--- src/rtl/k_digitrev_sink.sv ---
// k_digitrev_sink: accepts digit-reversed FFT result frames into a ping-pong
// pair of banks and re-emits each frame in natural bin order.
// Framing is driven by the sample counter; tlast only raises events.
module k_digitrev_sink #(
  parameter int TRANSFORM_LENGTH = 16,
  parameter int DATA_WIDTH       = 16,
  localparam int L               = $clog2(TRANSFORM_LENGTH)
) (
  input  logic                  aclk,
  input  logic                  areset,
  input  logic [DATA_WIDTH-1:0] s_axis_data_tdata,
  input  logic                  s_axis_data_tvalid,
  output logic                  s_axis_data_tready,
  input  logic                  s_axis_data_tlast,
  output logic [DATA_WIDTH-1:0] m_axis_data_tdata,
  output logic [L-1:0]          m_axis_data_tuser,
  output logic                  m_axis_data_tvalid,
  input  logic                  m_axis_data_tready,
  output logic                  m_axis_data_tlast,
  output logic                  event_tlast_unexpected,
  output logic                  event_tlast_missing
);

  localparam logic [L-1:0] LAST = L'(TRANSFORM_LENGTH - 1);

  typedef enum logic [1:0] {IDLE, STREAM, DRAIN} rd_state_t;

  // Reverse the base-4 digits of a bin index.
  function automatic logic [L-1:0] digitrev4(input logic [L-1:0] v);
    logic [L-1:0] r;
    r = '0;
    for (int i = 0; i < L / 2; i++) begin
      r[2*i +: 2] = v[L-2-2*i +: 2];
    end
    return r;
  endfunction

  // Both banks live in one array; the bank bit is the address MSB.
  logic [DATA_WIDTH-1:0] mem [0:2*TRANSFORM_LENGTH-1];

  logic [L-1:0]          wcnt;
  logic                  wbank;
  logic                  rbank;
  logic [1:0]            full;
  logic [L-1:0]          rcnt;
  rd_state_t             state;

  logic                  sp_valid;
  logic [DATA_WIDTH-1:0] sp_data;
  logic [L-1:0]          sp_user;
  logic                  sp_last;

  logic                  in_hs;
  logic                  close_bank;
  logic                  pop;
  logic [1:0]            occ_next;
  logic                  room;
  logic                  ren;
  logic                  rd_bank;
  logic [L-1:0]          rd_addr;
  logic                  rd_last;
  logic                  free_bank;
  logic [DATA_WIDTH-1:0] rd_word;

  assign s_axis_data_tready = !full[wbank];
  assign in_hs      = s_axis_data_tvalid && s_axis_data_tready;
  assign close_bank = in_hs && (wcnt == LAST);
  assign pop        = m_axis_data_tvalid && m_axis_data_tready;
  // Occupancy of the two-entry output buffer once this cycle's pop is taken.
  assign occ_next   = 2'(m_axis_data_tvalid) + 2'(sp_valid) - 2'(pop);
  assign room       = (occ_next <= 2'd1);
  assign rd_word    = mem[{rd_bank, rd_addr}];
  assign rd_last    = (rd_addr == LAST);

  // Read-issue decode: which bank/address is read this cycle and whether a bank is released.
  always_comb begin
    ren       = 1'b0;
    rd_bank   = rbank;
    rd_addr   = rcnt;
    free_bank = 1'b0;
    case (state)
      IDLE: begin
        ren = 1'b0;
      end
      STREAM: begin
        ren = room;
      end
      DRAIN: begin
        if (pop && m_axis_data_tlast) begin
          free_bank = 1'b1;
          if (full[~rbank]) begin
            ren     = 1'b1;
            rd_bank = ~rbank;
            rd_addr = '0;
          end else begin
            ren = 1'b0;
          end
        end else begin
          free_bank = 1'b0;
        end
      end
      default: begin
        ren = 1'b0;
      end
    endcase
  end

  // Sample storage: scatter each accepted sample to its digit-reversed slot.
  always_ff @(posedge aclk) begin
    if (in_hs) begin
      mem[{wbank, digitrev4(wcnt)}] <= s_axis_data_tdata;
    end
  end

  // Write counter, write-bank pointer and tlast framing events.
  always_ff @(posedge aclk or posedge areset) begin
    if (areset) begin
      wcnt                   <= '0;
      wbank                  <= 1'b0;
      event_tlast_unexpected <= 1'b0;
      event_tlast_missing    <= 1'b0;
    end else begin
      event_tlast_unexpected <= in_hs && s_axis_data_tlast && (wcnt != LAST);
      event_tlast_missing    <= in_hs && !s_axis_data_tlast && (wcnt == LAST);
      if (close_bank) begin
        wcnt  <= '0;
        wbank <= ~wbank;
      end else if (in_hs) begin
        wcnt <= wcnt + L'(1);
      end else begin
        wcnt <= wcnt;
      end
    end
  end

  // Per-bank full flags: set when the writer closes a bank, cleared when the reader frees it.
  always_ff @(posedge aclk or posedge areset) begin
    if (areset) begin
      full <= 2'b00;
    end else begin
      for (int b = 0; b < 2; b++) begin
        if (close_bank && (wbank == 1'(b))) begin
          full[b] <= 1'b1;
        end else if (free_bank && (rbank == 1'(b))) begin
          full[b] <= 1'b0;
        end else begin
          full[b] <= full[b];
        end
      end
    end
  end

  // Read sequencer: waits for a full bank, streams its addresses, then drains the output.
  always_ff @(posedge aclk or posedge areset) begin
    if (areset) begin
      state <= IDLE;
      rcnt  <= '0;
      rbank <= 1'b0;
    end else begin
      case (state)
        IDLE: begin
          if (full[rbank]) begin
            state <= STREAM;
            rcnt  <= '0;
          end
        end
        STREAM: begin
          if (room) begin
            rcnt <= rcnt + L'(1);
            if (rcnt == LAST) begin
              state <= DRAIN;
            end
          end
        end
        DRAIN: begin
          if (free_bank) begin
            rbank <= ~rbank;
            if (ren) begin
              state <= STREAM;
              rcnt  <= L'(1);
            end else begin
              state <= IDLE;
            end
          end
        end
        default: begin
          state <= IDLE;
        end
      endcase
    end
  end

  // Output skid buffer: the head drives the master port, the spare absorbs the RAM latency.
  always_ff @(posedge aclk or posedge areset) begin
    if (areset) begin
      m_axis_data_tvalid <= 1'b0;
      m_axis_data_tdata  <= '0;
      m_axis_data_tuser  <= '0;
      m_axis_data_tlast  <= 1'b0;
      sp_valid           <= 1'b0;
      sp_data            <= '0;
      sp_user            <= '0;
      sp_last            <= 1'b0;
    end else if (!m_axis_data_tvalid || pop) begin
      if (sp_valid) begin
        m_axis_data_tvalid <= 1'b1;
        m_axis_data_tdata  <= sp_data;
        m_axis_data_tuser  <= sp_user;
        m_axis_data_tlast  <= sp_last;
        sp_valid           <= ren;
        sp_data            <= rd_word;
        sp_user            <= rd_addr;
        sp_last            <= rd_last;
      end else begin
        m_axis_data_tvalid <= ren;
        if (ren) begin
          m_axis_data_tdata <= rd_word;
          m_axis_data_tuser <= rd_addr;
          m_axis_data_tlast <= rd_last;
        end
      end
    end else if (ren) begin
      sp_valid <= 1'b1;
      sp_data  <= rd_word;
      sp_user  <= rd_addr;
      sp_last  <= rd_last;
    end
  end

endmodule

--- config.mk ---
export PLATFORM = sky130hd
export DESIGN_NAME = k_digitrev_sink
export DESIGN_NICKNAME = d
export VERILOG_FILES = /design/src/rtl/k_digitrev_sink.sv
export SDC_FILE = /design/constraint.sdc
export NUM_CORES = 1
export LEC_CHECK = 0
export CORE_MARGIN = 1.5
export CORE_UTILIZATION = 45
export CTS_CLUSTER_DIAMETER = 100
export DETAILED_ROUTE_END_ITERATION = 10
export PLACE_DENSITY = 0.59
export SLEW_MARGIN = 20
export SYNTH_ARGS = -nofsm -noshare
export SYNTH_HDL_FRONTEND = slang
export SYNTH_SLANG_ARGS = --single-unit
--- constraint.sdc ---
create_clock -name aclk -period 3.8 [get_ports aclk]
set_input_delay 0.38 -clock aclk [delete_from_list [all_inputs] [get_ports aclk]]
set_output_delay 0.38 -clock aclk [all_outputs]
set_load 0.005 [all_outputs]
Yosys cells after proc, flatten, opt, wreduce, memory -nomap -nowiden
Memory sizes are Yosys's and may differ from the RTL's.
Index checks and enable logic that the tools add are counted.

storage, ports and cells
  flip-flop bits (word level) = 60
  latch bits = 0
  memory bits (writable) = 512
  ROM bits = 0
  bits of input ports = 21
  output and inout bits = 25
  logic and storage cells = 120
  memories = 1

memories
  memory  words  width  read ports  clocked after Yosys merged registers in  wr ports  line  RTL
  mem     32     16     1           0                                        1         39    logic [DATA_WIDTH-1:0] mem [0:2*TRANSFORM_LENGTH-1];

cells by class
  add/subtract/negate cells = 4
  $mul = 0
  divide/modulo/power cells = 0
  order comparisons = 4
  equality and inequality tests = 12
  shift operators = 0
  mux-type cells = 52
  bitwise gates (word level) = 2
  reduce and logical (&&, ||, !) cells = 28

operators by type and width
  cell                 count
  $mux 16              4
  $mux 4               13
  $mux 1               28
  $eq 4x4->1 const B   3
  $logic_and 1x1->1    12
  $ne 2x2->1 const B   6
  $pmux 4 s3           1
  $reduce_bool 2->1    5
  $add 4x1->4 const B  2
  $mux 2               4
  $lt 1x2->1 const B   3
  $pmux 2 s3           1
  $reduce_and 2->1     3
  $reduce_and 5->1     1
  $ne 4x4->1 const B   1
  $reduce_and 4->1     1
  $logic_not 1->1      3
  $reduce_bool 3->1    1
  $add 1x1->2          1
  $eq 2x1->1 const B   1
  $eq 2x2->1 const B   1
  $le 2x1->1 const B   1
  $logic_not 2->1      1
  $not 1->1            2
  other kinds (3)      3

Depth between registers and ports, before layout
Gate-level depths: netlist (run 1).

  depth in word-level cells = 9
  mapped depth = 12
  mapped depth without buffers = 8

Worst setup path after synthesis (run 1)
OpenSTA, ideal clock, no wires.

  path kind = register to register
  start = register sp_valid
  end = register sp_data[1]
  setup time = 128 ps
  data arrival time = 2272 ps
  data required time = 3672 ps
  slack = 1401 ps
  stages on the path, launching flop included = 11
  buffers on the path = 3
  period minus slack after synthesis = 2399 ps
  cells stage by stage = dfrtp_1 > clkbuf_1 > inv_1 > ha_1 > nor2b_1 > mux2i_1 > o21ai_2 > o21ba_2 > buf_2 > buf_2 > mux2_1

between the ends
  cells in the longest elaborated chain, start to end = 6
  elaborated cells between the ends (all ways) = 7
  classes of those cells = 2 x add/sub; 1 x order compare; 1 x eq/ne; 1 x mux; 2 x reduce/logical

RTL lines
  element                                line  RTL
  start: declaration                     48    logic sp_valid;
  start signal: assignment               210   sp_valid <= ren;
  $add 1x1->2                            70    assign occ_next = 2'(m_axis_data_tvalid) + 2'(sp_valid) - 2'(pop);
  $sub 2x1->2                            70
  $le 2x1->1                             71    assign room = (occ_next <= 2'd1);
  $pmux 1 s2                             81    case (state)
  $reduce_bool 2->1 (no source line)     --
  $reduce_and 2->1 (no source line) (*)  --
  end signal: assignment                 211   sp_data <= rd_word;
  end signal: assignment                 224   sp_data <= rd_word;
  end: declaration                       49    logic [DATA_WIDTH-1:0] sp_data;

Mark *: on every way between the ends. The rest lies on a longest branch, timed or not.
A chain may end at the register's enable or synchronous reset.

Worst setup path after layout (run 1)
  start = register state[0]
  end = register m_axis_data_tdata[1]

between the ends
  cells in the longest elaborated chain, start to end = 5
  elaborated cells between the ends (all ways) = 10
  classes of those cells = 2 x eq/ne; 5 x mux; 2 x reduce/logical; 1 x memory

RTL lines
  element                                  line  RTL
  start: declaration                       46    rd_state_t state;
  start signal: assignment                 156   state <= IDLE;
  start signal: assignment                 163   state <= STREAM;
  start signal: assignment                 171   state <= DRAIN;
  $eq 2x2->1                               81
  $mux 1 / $mux 4 (equally long branches)  81
  $mem_v2 32x16                            --
  $mux 16                                  216   if (ren) begin
  $mux 16                                  205   if (sp_valid) begin
  end signal: assignment                   207   m_axis_data_tdata <= sp_data;
  end signal: assignment                   217   m_axis_data_tdata <= rd_word;
  end: declaration                         15    output logic [DATA_WIDTH-1:0] m_axis_data_tdata,

Several ways; a longest one is shown, not always the timed one. The select of a mux whose other input is x is not followed.

==> flow_metrics.py, run 1 <==
metrics = {
    "outcome": {
        "status": "finished clean",
    },
    "drt": {
        "wl_met1_um": 25800,
        "postRouteAntennaNets": 0,
        "routed.top_layer": "met5",
        "drt-vias-per-instance": 5.85,
        "wl_per_cell_um": 26.2,
        "first_pass_iters": 6,
        "drt_iter0_drc": 1518,
        "drc_errors": 0,
        "met3_length_um": 3920,
        "totalWireLength_um": 59300,
        "met2_length_um": 27600,
        "vias": 13300,
    },
    "clock_network": {
        "cts_max_path_buffers": 3,
        "cts_tree": "built",
        "cts-root-buf": "clkbuf_16",
        "insertion_delay_ns": 0.62,
        "clk_pin_slew_worst_paths_ns": 0.06,
        "cts_setup_buffers": 0,
        "numClockSinks": 572,
        "h-tree-depth": 2,
        "cts_resized": 0,
        "cts_inserted_buffers": 57,
        "holdBufCountCts": 0,
    },
    "critical_path": {
        "reg2regPathDepth": 8,
        "slowest_stage": "nor2_1",
        "cp.depth": 8,
        "reg2reg_slack_ns": 0.56,
        "cp_max_fo": 15,
        "path_delay_family": "simple AND/OR/NAND/NOR gates",
        "required_ns": 4.32,
        "end_kind": "flop",
        "crit_type": "flop to flop",
        "startpoint_type": "flop",
        "r2r-end": "m_axis_data_tdata[1]",
        "crit_chain": "inv_1 -> ha_1 -> nand4_1 -> nor2_4 -> o21ai_2 -> a21bo_1 -> nor2_1 -> a21o_1",
        "crit_path_max_incr_delay_ns": 0.76,
        "rr_startpoint": "state[0]",
        "cp.arrival_ns": 3.76,
        "cp.buffers_inverters": 1,
    },
    "global_route": {
        "first_global_vias": 12900,
        "grt_remaining_overflow": 0,
        "grtUsageTotal_pct": 22.8,
        "grt_max_degree": 67,
        "antenna_found_initial": 3,
        "grt_pass1_wl_um": 88000,
    },
    "logic_synthesis": {
        "avgSynthCellArea_um2": 16.1,
        "synthArstFlopShare_pct": 10.5,
        "seq_area_frac_synth_pct": 72.7,
        "yosys_most_used_dff": "edfxtp_1",
        "synth_nets": 1470,
        "syn_inst": 1442,
        "synth_area_um2": 23200,
        "yosysUniqueCellTypes": 58,
        "yosys_warnings": 0,
        "synth_seq_cells": 572,
        "synth_edf_count": 512,
    },
    "finish": {
        "final_cell_mix": "edfxtp_1, nand2_1, mux2i_1",
        "finalNetCount": 1566,
        "area_delta_synth_final_pct": 14.4,
        "final_common_cell": "edfxtp_1",
        "drive_gt1_share_pct": 14.6,
    },
    "sta": {
        "final.setup_skew_ns": 0.0328,
        "rsz0062_at_grt": "no",
        "tns_ns": 0,
        "slew_headroom_pct": 42.4,
        "clock.fmax_ghz": 0.309,
        "tightest_slew_ns": 0.861,
        "slew_viol_final": 0,
        "finalHoldViolCount": 0,
        "timing.final.crit_share_pct": 85.2,
        "period_needed_ns": 3.24,
        "setup_viol": 0,
    },
    "power": {
        "finalPower_mw": 13.6,
        "p_leak_nw": 8.81,
        "vdd_ir_drop_max_mv": 0.371,
        "power.density_nw_per_um2": 512,
    },
    "floorplanning": {
        "die_area_um2": 53000,
        "chipWidth_um": 230,
        "die_h_um": 230,
        "start_util_pct": 45.3,
        "rows": 83,
        "io-pin-count": 46,
        "placeableCoreArea_um2": 51200,
    },
    "placed_design": {
        "dp.final_hpwl_um": 37000,
        "globalplace.congestion": 0.872,
        "port_buffers": 45,
    },
    "hold_path": {
        "min_path_type": "primary input to asynchronous set/reset pin",
    },
    "run": {
        "max-cap-violations": 0,
    },
}
cell type report:
| cell class | count | area (um2) |
|---|---|---|
| clock inverter | 31 | 264 |
| tap | 680 | 851 |
| multi-input combinational | 764 | 5810 |
| fill | 4185 | 24600 |
| inverter | 12 | 45.0 |
| antenna | 1 | 2.50 |
| sequential | 572 | 16900 |
| timing repair buffer | 131 | 1160 |
| clock buffer | 74 | 1540 |
worst max-delay path by stage:
stage / endpoint / startpoint
2_1_floorplan: sp_data[1] / sp_valid
4_1_cts: m_axis_data_tdata[1] / state[0]
5_1_grt: m_axis_data_tdata[1] / state[0]
6_report: m_axis_data_tdata[1] / state[0]
3_5_place_dp: m_axis_data_tdata[8] / m_axis_data_tready
3_3_place_gp: m_axis_data_tdata[5] / m_axis_data_tready
stage by stage:
step                worst slack (ns)  std cells  area, um2  hold slack, ns  utilization, %
finish                         0.563       2265      26600           0.122            51.9
CTS                            0.621       2264      26600           0.104            51.9
global placement               0.545       2159      24800           0.463            48.3
detailed placement             0.414       2159      24800           0.470            48.3
floorplan                       1.40       1442      23200           0.447               -
global route                   0.416       2264      26600           0.135            51.9
report_power, final:
group	switching (mW)	leakage [nW]	internal, mW
combinational	0.578	2.52	0.244
sequential	0.118	5.40	7.19
clock	2.29	0.886	3.18
Yosys cell counts, drive strengths merged, types with 26 or more instances:
| cell type | instances | area share (%) |
|---|---|---|
| nor2 | 56 | 0.94 |
| nand3 | 34 | 0.73 |
| a2bb2oi | 26 | 0.98 |
| o21ai | 82 | 1.8 |
| buf | 63 | 1.6 |
| mux2i | 99 | 4.3 |
| a21oi | 39 | 0.84 |
| nand2 | 122 | 2.0 |
| a211oi | 27 | 1.0 |
| mux4 | 42 | 4.1 |
| nor2b | 37 | 1.0 |
| dfrtp | 60 | 6.5 |
| edfxtp | 512 | 66 |
| clkbuf | 31 | 0.50 |
per-layer routing:
metal	vias to the layer above	global-route usage, %
li1	5889	-
met1	6791	32.6
met2	483	35.5
met3	95	3.66
met4	2	8.15
met5	-	0
logic make-up (layout without fill, tap and decap cells):
logic type | Yosys count | in the layout | synth area share (%)
AOI/OAI and AO/OA | 309 | 309 | 9.67
xor gates and xnor gates | 4 | 4 | 0.151
adders and majority gates | 7 | 7 | 0.377
buffers and inverters | 106 | 248 | 2.30
DFF | 572 | 572 | 72.7
muxes | 158 | 158 | 9.18
other | 0 | 1 | 0
and+or+nand+nor | 286 | 286 | 5.63
registers in the layout, indices dropped and copies added (netlist names), 2 cells and up:
signal	cells
sp_user	4
m_axis_data_tuser	4
m_axis_data_tdata	16
rcnt	4
state	2
mem	512
sp_data	16
full	2
wcnt	4
(Power assumes the default switching activity.)
==> inputs of run 2 (changes only) <==
CORE_MARGIN = default   (was 1.5)
CTS_CLUSTER_SIZE = 24   (was default)
==> run 2 against run 1 <==
Effect of this change:
- total power fell by 16%
- setup slack improved by 0.20 ns
- clock skew fell by 0.017 ns
- register-to-register slack improved by 0.20 ns
- via count fell by 2.0%
- utilization fell by 1.5 points
- die area fell by 0.87%
- critical endpoint is now sp_data[2]
- non-clock buffer count fell by 9
- sequential power barely moved
- cell area fell by 4.2%
==> flow_metrics.py, run 2 (same netlist as run 1, synthesis figures left out) <==
metrics = {
    "outcome": {
        "status": "finished clean",
    },
    "clock_network": {
        "cts_max_path_buffers": 3,
        "clk_pin_slew_worst_paths_ns": 0.10,
        "cts_setup_buffers": 0,
        "insertion_delay_ns": 0.59,
        "h-tree-depth": 1,
        "cts_resized": 0,
        "cts_inserted_buffers": 27,
        "numClockSinks": 572,
        "cts_tree": "built",
        "cts-root-buf": "clkbuf_16",
        "holdBufCountCts": 0,
    },
    "sta": {
        "holdWs_ns": 0.192,
        "tns_ns": 0,
        "period_needed_ns": 3.03,
        "tightest_slew_ns": 1.02,
        "fin_ws_ns": 0.766,
        "final.setup_skew_ns": 0.0158,
        "clock.fmax_ghz": 0.330,
        "finalHoldViolCount": 0,
        "slew_headroom_pct": 32.3,
        "rsz0062_at_grt": "no",
        "slew_viol_final": 0,
        "timing.final.crit_share_pct": 79.8,
        "setup_viol": 0,
    },
    "global_route": {
        "grt_max_degree": 65,
        "grtUsageTotal_pct": 22.4,
        "use_met1_pct": 32.8,
        "gr-usage-met2_pct": 34.8,
        "grt_most_used_layer": "met2",
        "grt_remaining_overflow": 0,
        "antenna_found_initial": 1,
        "use_met3_pct": 3.30,
        "grt_pass1_wl_um": 86300,
        "first_global_vias": 12600,
    },
    "placed_design": {
        "post-place-ws_ns": 0.575,
        "place_area_um2": 24700,
        "port_buffers": 45,
        "globalplace.congestion": 0.845,
        "dp.final_hpwl_um": 36900,
        "place_inst": 2142,
    },
    "drt": {
        "drt_iter0_drc": 1499,
        "drc_errors": 0,
        "totalWireLength_um": 58600,
        "drt-vias-per-instance": 5.93,
        "first_pass_iters": 6,
        "wl_per_cell_um": 26.7,
        "postRouteAntennaNets": 0,
        "vias": 13000,
    },
    "floorplanning": {
        "io-pin-count": 46,
        "die_area_um2": 52500,
        "start_util_pct": 46.0,
        "die_h_um": 229,
        "rows": 82,
        "placeableCoreArea_um2": 50500,
        "chipWidth_um": 229,
    },
    "finish": {
        "drive_gt1_share_pct": 11.7,
        "design_area_um2": 25400,
        "largest-register": "mem",
        "multi_input_area_um2": 5820,
        "final_core_util_pct": 50.4,
        "fin_cells": 2191,
        "largest_reg_flops": 512,
        "final_common_cell": "edfxtp_1",
        "final_cell_mix": "edfxtp_1, nand2_1, mux2i_1",
        "fillers": 4243,
        "finalNetCount": 1527,
        "register_area_um2": 16900,
        "area_delta_synth_final_pct": 9.56,
        "reg_top3": "mem (512), m_axis_data_tdata (16), sp_data (16)",
        "antenna_cells": 0,
    },
    "critical_path": {
        "startpoint_type": "flop",
        "cp.buffers_inverters": 1,
        "path_delay_family": "simple AND/OR/NAND/NOR gates",
        "end_kind": "flop",
        "crit_path_max_incr_delay_ns": 0.61,
        "reg2reg_slack_ns": 0.77,
        "slowest_stage": "and4_1",
        "startpoint": "state[0]",
        "required_ns": 4.28,
        "crit_chain": "inv_1 -> ha_1 -> and4_1 -> a21o_1 -> and2_1 -> o311a_1 -> a32oi_1 -> mux2_1",
        "cp_max_fo": 14,
        "cp.arrival_ns": 3.51,
        "rr_startpoint": "state[0]",
        "crit_type": "flop to flop",
    },
    "power": {
        "finalPower_mw": 11.4,
        "power.density_nw_per_um2": 448,
        "vdd_ir_drop_max_mv": 0.343,
        "p_leak_nw": 8.25,
    },
    "run": {
        "max-cap-violations": 0,
    },
    "hold_path": {
        "min_path_type": "primary input to asynchronous set/reset pin",
    },
}
-- run 2: cell types whose count changed in the layout (fill, tap and decap cells not counted), sizes merged --
| cell | before | now |
|---|---|---|
| clkbuf | 74 | 49 |
| clkinv | 25 | 0 |
| buf | 86 | 79 |
| bufinv | 5 | 0 |
| clkdlybuf4s50 | 45 | 43 |
| diode | 1 | 0 |
| inv | 13 | 12 |
-- run 2: worst paths after layout --
path,end,cells past startpoint
worst max-delay path,sp_data[2],8
worst min-delay path,sp_data[6],2
min in group aclk,mem[25][0],1
max in group asynchronous,wcnt[1],3
worst min register to register,sp_data[9],2
worst max register to register,sp_data[2],8
-- run 2: cell type report --
class	count	area share, %
Clock buffer	49	3.06
Inverter	12	0.177
Multi-Input combinational cell	764	22.9
Sequential cell	572	66.4
Tap cell	672	3.31
Timing Repair Buffer	122	4.20
-- run 2: worst reg2reg max path, cell delays in order, from the launching register on --
cell and delay, ns:
dfrtp_1 0.42, inv_1 0.11, ha_1 0.28, and4_1 0.61
a21o_1 0.23, and2_1 0.59, o311a_1 0.29, a32oi_1 0.11
mux2_1 0.29
-- run 2: per-layer routing --
layer	share of wire, %	vias up
li1	-	5784
met1	45	6684
met2	46	454
met3	6.5	75
met4	2.8	0
met5	0	-
-- run 2: power by group --
part | leakage, nW | switching, mW | total (mW) | internal [mW]
Combinational | 2.47 | 0.579 | 0.814 | 0.235
Clock | 0.370 | 1.88 | 3.27 | 1.40
Sequential | 5.40 | 0.120 | 7.30 | 7.18
==> inputs of run 3 (changes only) <==
clock period = 3.16 ns   (was 3.8 ns; I/O delays follow)
==> run 3 against run 2 <==
Effect of this change:
- cell area is 0.70% higher
- utilization is 0.35 points higher
- sequential power is 20% higher
- clock power is 21% higher
- critical endpoint is now sp_data[15]
==> flow_metrics.py, run 3 (same netlist as run 1, synthesis figures left out) <==
metrics = {
    "sta": {
        "tns_ns": 0,
        "fin_ws_ns": 0.365,
        "slew_viol_final": 0,
        "final.setup_skew_ns": 0.0225,
        "setup_viol": 0,
        "tightest_slew_ns": 0.843,
        "finalHoldViolCount": 0,
        "clock.fmax_ghz": 0.358,
        "period_needed_ns": 2.80,
        "rsz0062_at_grt": "no",
        "slew_headroom_pct": 43.8,
        "timing.final.crit_share_pct": 88.5,
    },
    "power": {
        "pwr-share-seq_pct": 64.0,
        "p_int_mw": 10.6,
        "p_sw_share_pct": 22.7,
        "clkPwrFrac_pct": 28.9,
        "power.density_nw_per_um2": 536,
        "share_comb_of_total_power_pct": 7.1,
        "p_leak_nw": 8.32,
        "switching_power_mw": 3.12,
        "vdd_ir_drop_max_mv": 0.461,
        "finalPower_mw": 13.7,
    },
    "finish": {
        "largest_reg_flops": 512,
        "area_delta_synth_final_pct": 10.3,
        "finalNetCount": 1536,
        "final_common_cell": "edfxtp_1",
        "final_cell_mix": "edfxtp_1, nand2_1, mux2i_1",
        "final_core_util_pct": 50.7,
        "drive_gt1_share_pct": 12.1,
        "antenna_cells": 0,
        "largest-register": "mem",
        "reg_top3": "mem (512), m_axis_data_tdata (16), sp_data (16)",
    },
    "clock_network": {
        "cts_inserted_buffers": 27,
        "h-tree-depth": 1,
        "numClockSinks": 572,
        "cts_setup_buffers": 0,
        "insertion_delay_ns": 0.60,
        "clk_pin_slew_worst_paths_ns": 0.10,
        "cts_max_path_buffers": 3,
        "cts_resized": 0,
        "cts-root-buf": "clkbuf_16",
        "holdBufCountCts": 0,
        "cts_tree": "built",
    },
    "floorplanning": {
        "die_area_um2": 52500,
        "start_util_pct": 46.0,
        "rows": 82,
        "die_h_um": 229,
        "io-pin-count": 46,
        "placeableCoreArea_um2": 50500,
        "chipWidth_um": 229,
    },
    "critical_path": {
        "cp.buffers_inverters": 2,
        "cp_max_fo": 14,
        "end_kind": "flop",
        "crit_chain": "inv_1 -> ha_1 -> and4_1 -> buf_4 -> nand3_1 -> and2_1 -> nand2_1 -> o32ai_1 -> o21ai_0",
        "crit_path_max_incr_delay_ns": 0.60,
        "cp.arrival_ns": 3.26,
        "startpoint_type": "flop",
        "slowest_stage": "and2_1",
        "required_ns": 3.62,
        "path_delay_family": "simple AND/OR/NAND/NOR gates",
        "crit_type": "flop to flop",
    },
    "placed_design": {
        "globalplace.congestion": 0.852,
        "port_buffers": 45,
        "dp.final_hpwl_um": 36500,
        "post-place-ws_ns": 0.231,
    },
    "global_route": {
        "grt_remaining_overflow": 0,
        "first_global_vias": 12600,
        "grt_most_used_layer": "met2",
        "use_met3_pct": 1.94,
        "grtUsageTotal_pct": 22.1,
        "grt_pass1_wl_um": 85600,
        "grt_max_degree": 70,
        "use_met1_pct": 33.5,
        "gr-usage-met2_pct": 35.0,
        "antenna_found_initial": 3,
    },
    "run": {
        "max-cap-violations": 0,
    },
    "drt": {
        "totalWireLength_um": 57700,
        "wl_per_cell_um": 26.2,
        "postRouteAntennaNets": 0,
        "drc_errors": 0,
        "drt_iter0_drc": 1608,
        "drt-vias-per-instance": 5.90,
        "vias": 13000,
        "first_pass_iters": 6,
    },
    "outcome": {
        "status": "finished clean",
    },
    "hold_path": {
        "min_path_type": "primary input to asynchronous set/reset pin",
    },
}
run 3: per-layer routing:
| metal | share of wire, % | wire [um] | up-vias |
|---|---|---|---|
| met5 | 0 | 0 | - |
| met1 | 46 | 26300 | 6701 |
| li1 | - | - | 5794 |
| met3 | 5.5 | 3150 | 56 |
| met2 | 47 | 27200 | 436 |
| met4 | 1.9 | 1070 | 0 |
run 3: path summary, 6_finish.rpt:
check | from | end | slack, ns | cells after the start
max | state[0] | sp_data[15] | 0.36 | 9
min | areset | m_axis_data_tdata[15] | 0.28 | 3
max reg2reg | state[0] | sp_data[15] | 0.36 | 9
min reg2reg | sp_last | sp_last | 0.49 | 2
max in group asynchronous | areset | rcnt[0] | 2.26 | 3
min in group aclk | s_axis_data_tlast | event_tlast_missing | 0.41 | 2
run 3: area by class of cell:
class	instances	area (um2)
Inverter	12	45.0
Tap cell	672	841
Clock buffer	49	779
Timing Repair Buffer	131	1250
Multi-Input combinational cell	764	5820
Sequential cell	572	16900
Fill cell	4199	24900
run 3: tightest hold or removal path: stages:
cell             delay, ns
clkdlybuf4s50_1       0.42
inv_2                 0.05
buf_4                 0.64
run 3: power by group through the flow:
stage	combinational, mW	sequential (mW)	clock (mW)
global route	1.07	8.81	4.27
global placement	0.968	8.93	0
floorplan	0.504	8.91	0
CTS	0.987	8.78	4.03
detailed placement	0.985	8.95	0
finish	0.976	8.78	3.96
run 3: stage by stage:
step,cells,instance area [um2],hold slack [ns]
floorplan,1442,23200,0.389
global placement,2151,24800,0.461
detailed placement,2151,24800,0.468
CTS,2200,25600,0.299
global route,2200,25600,0.364
finish,2200,25600,0.277
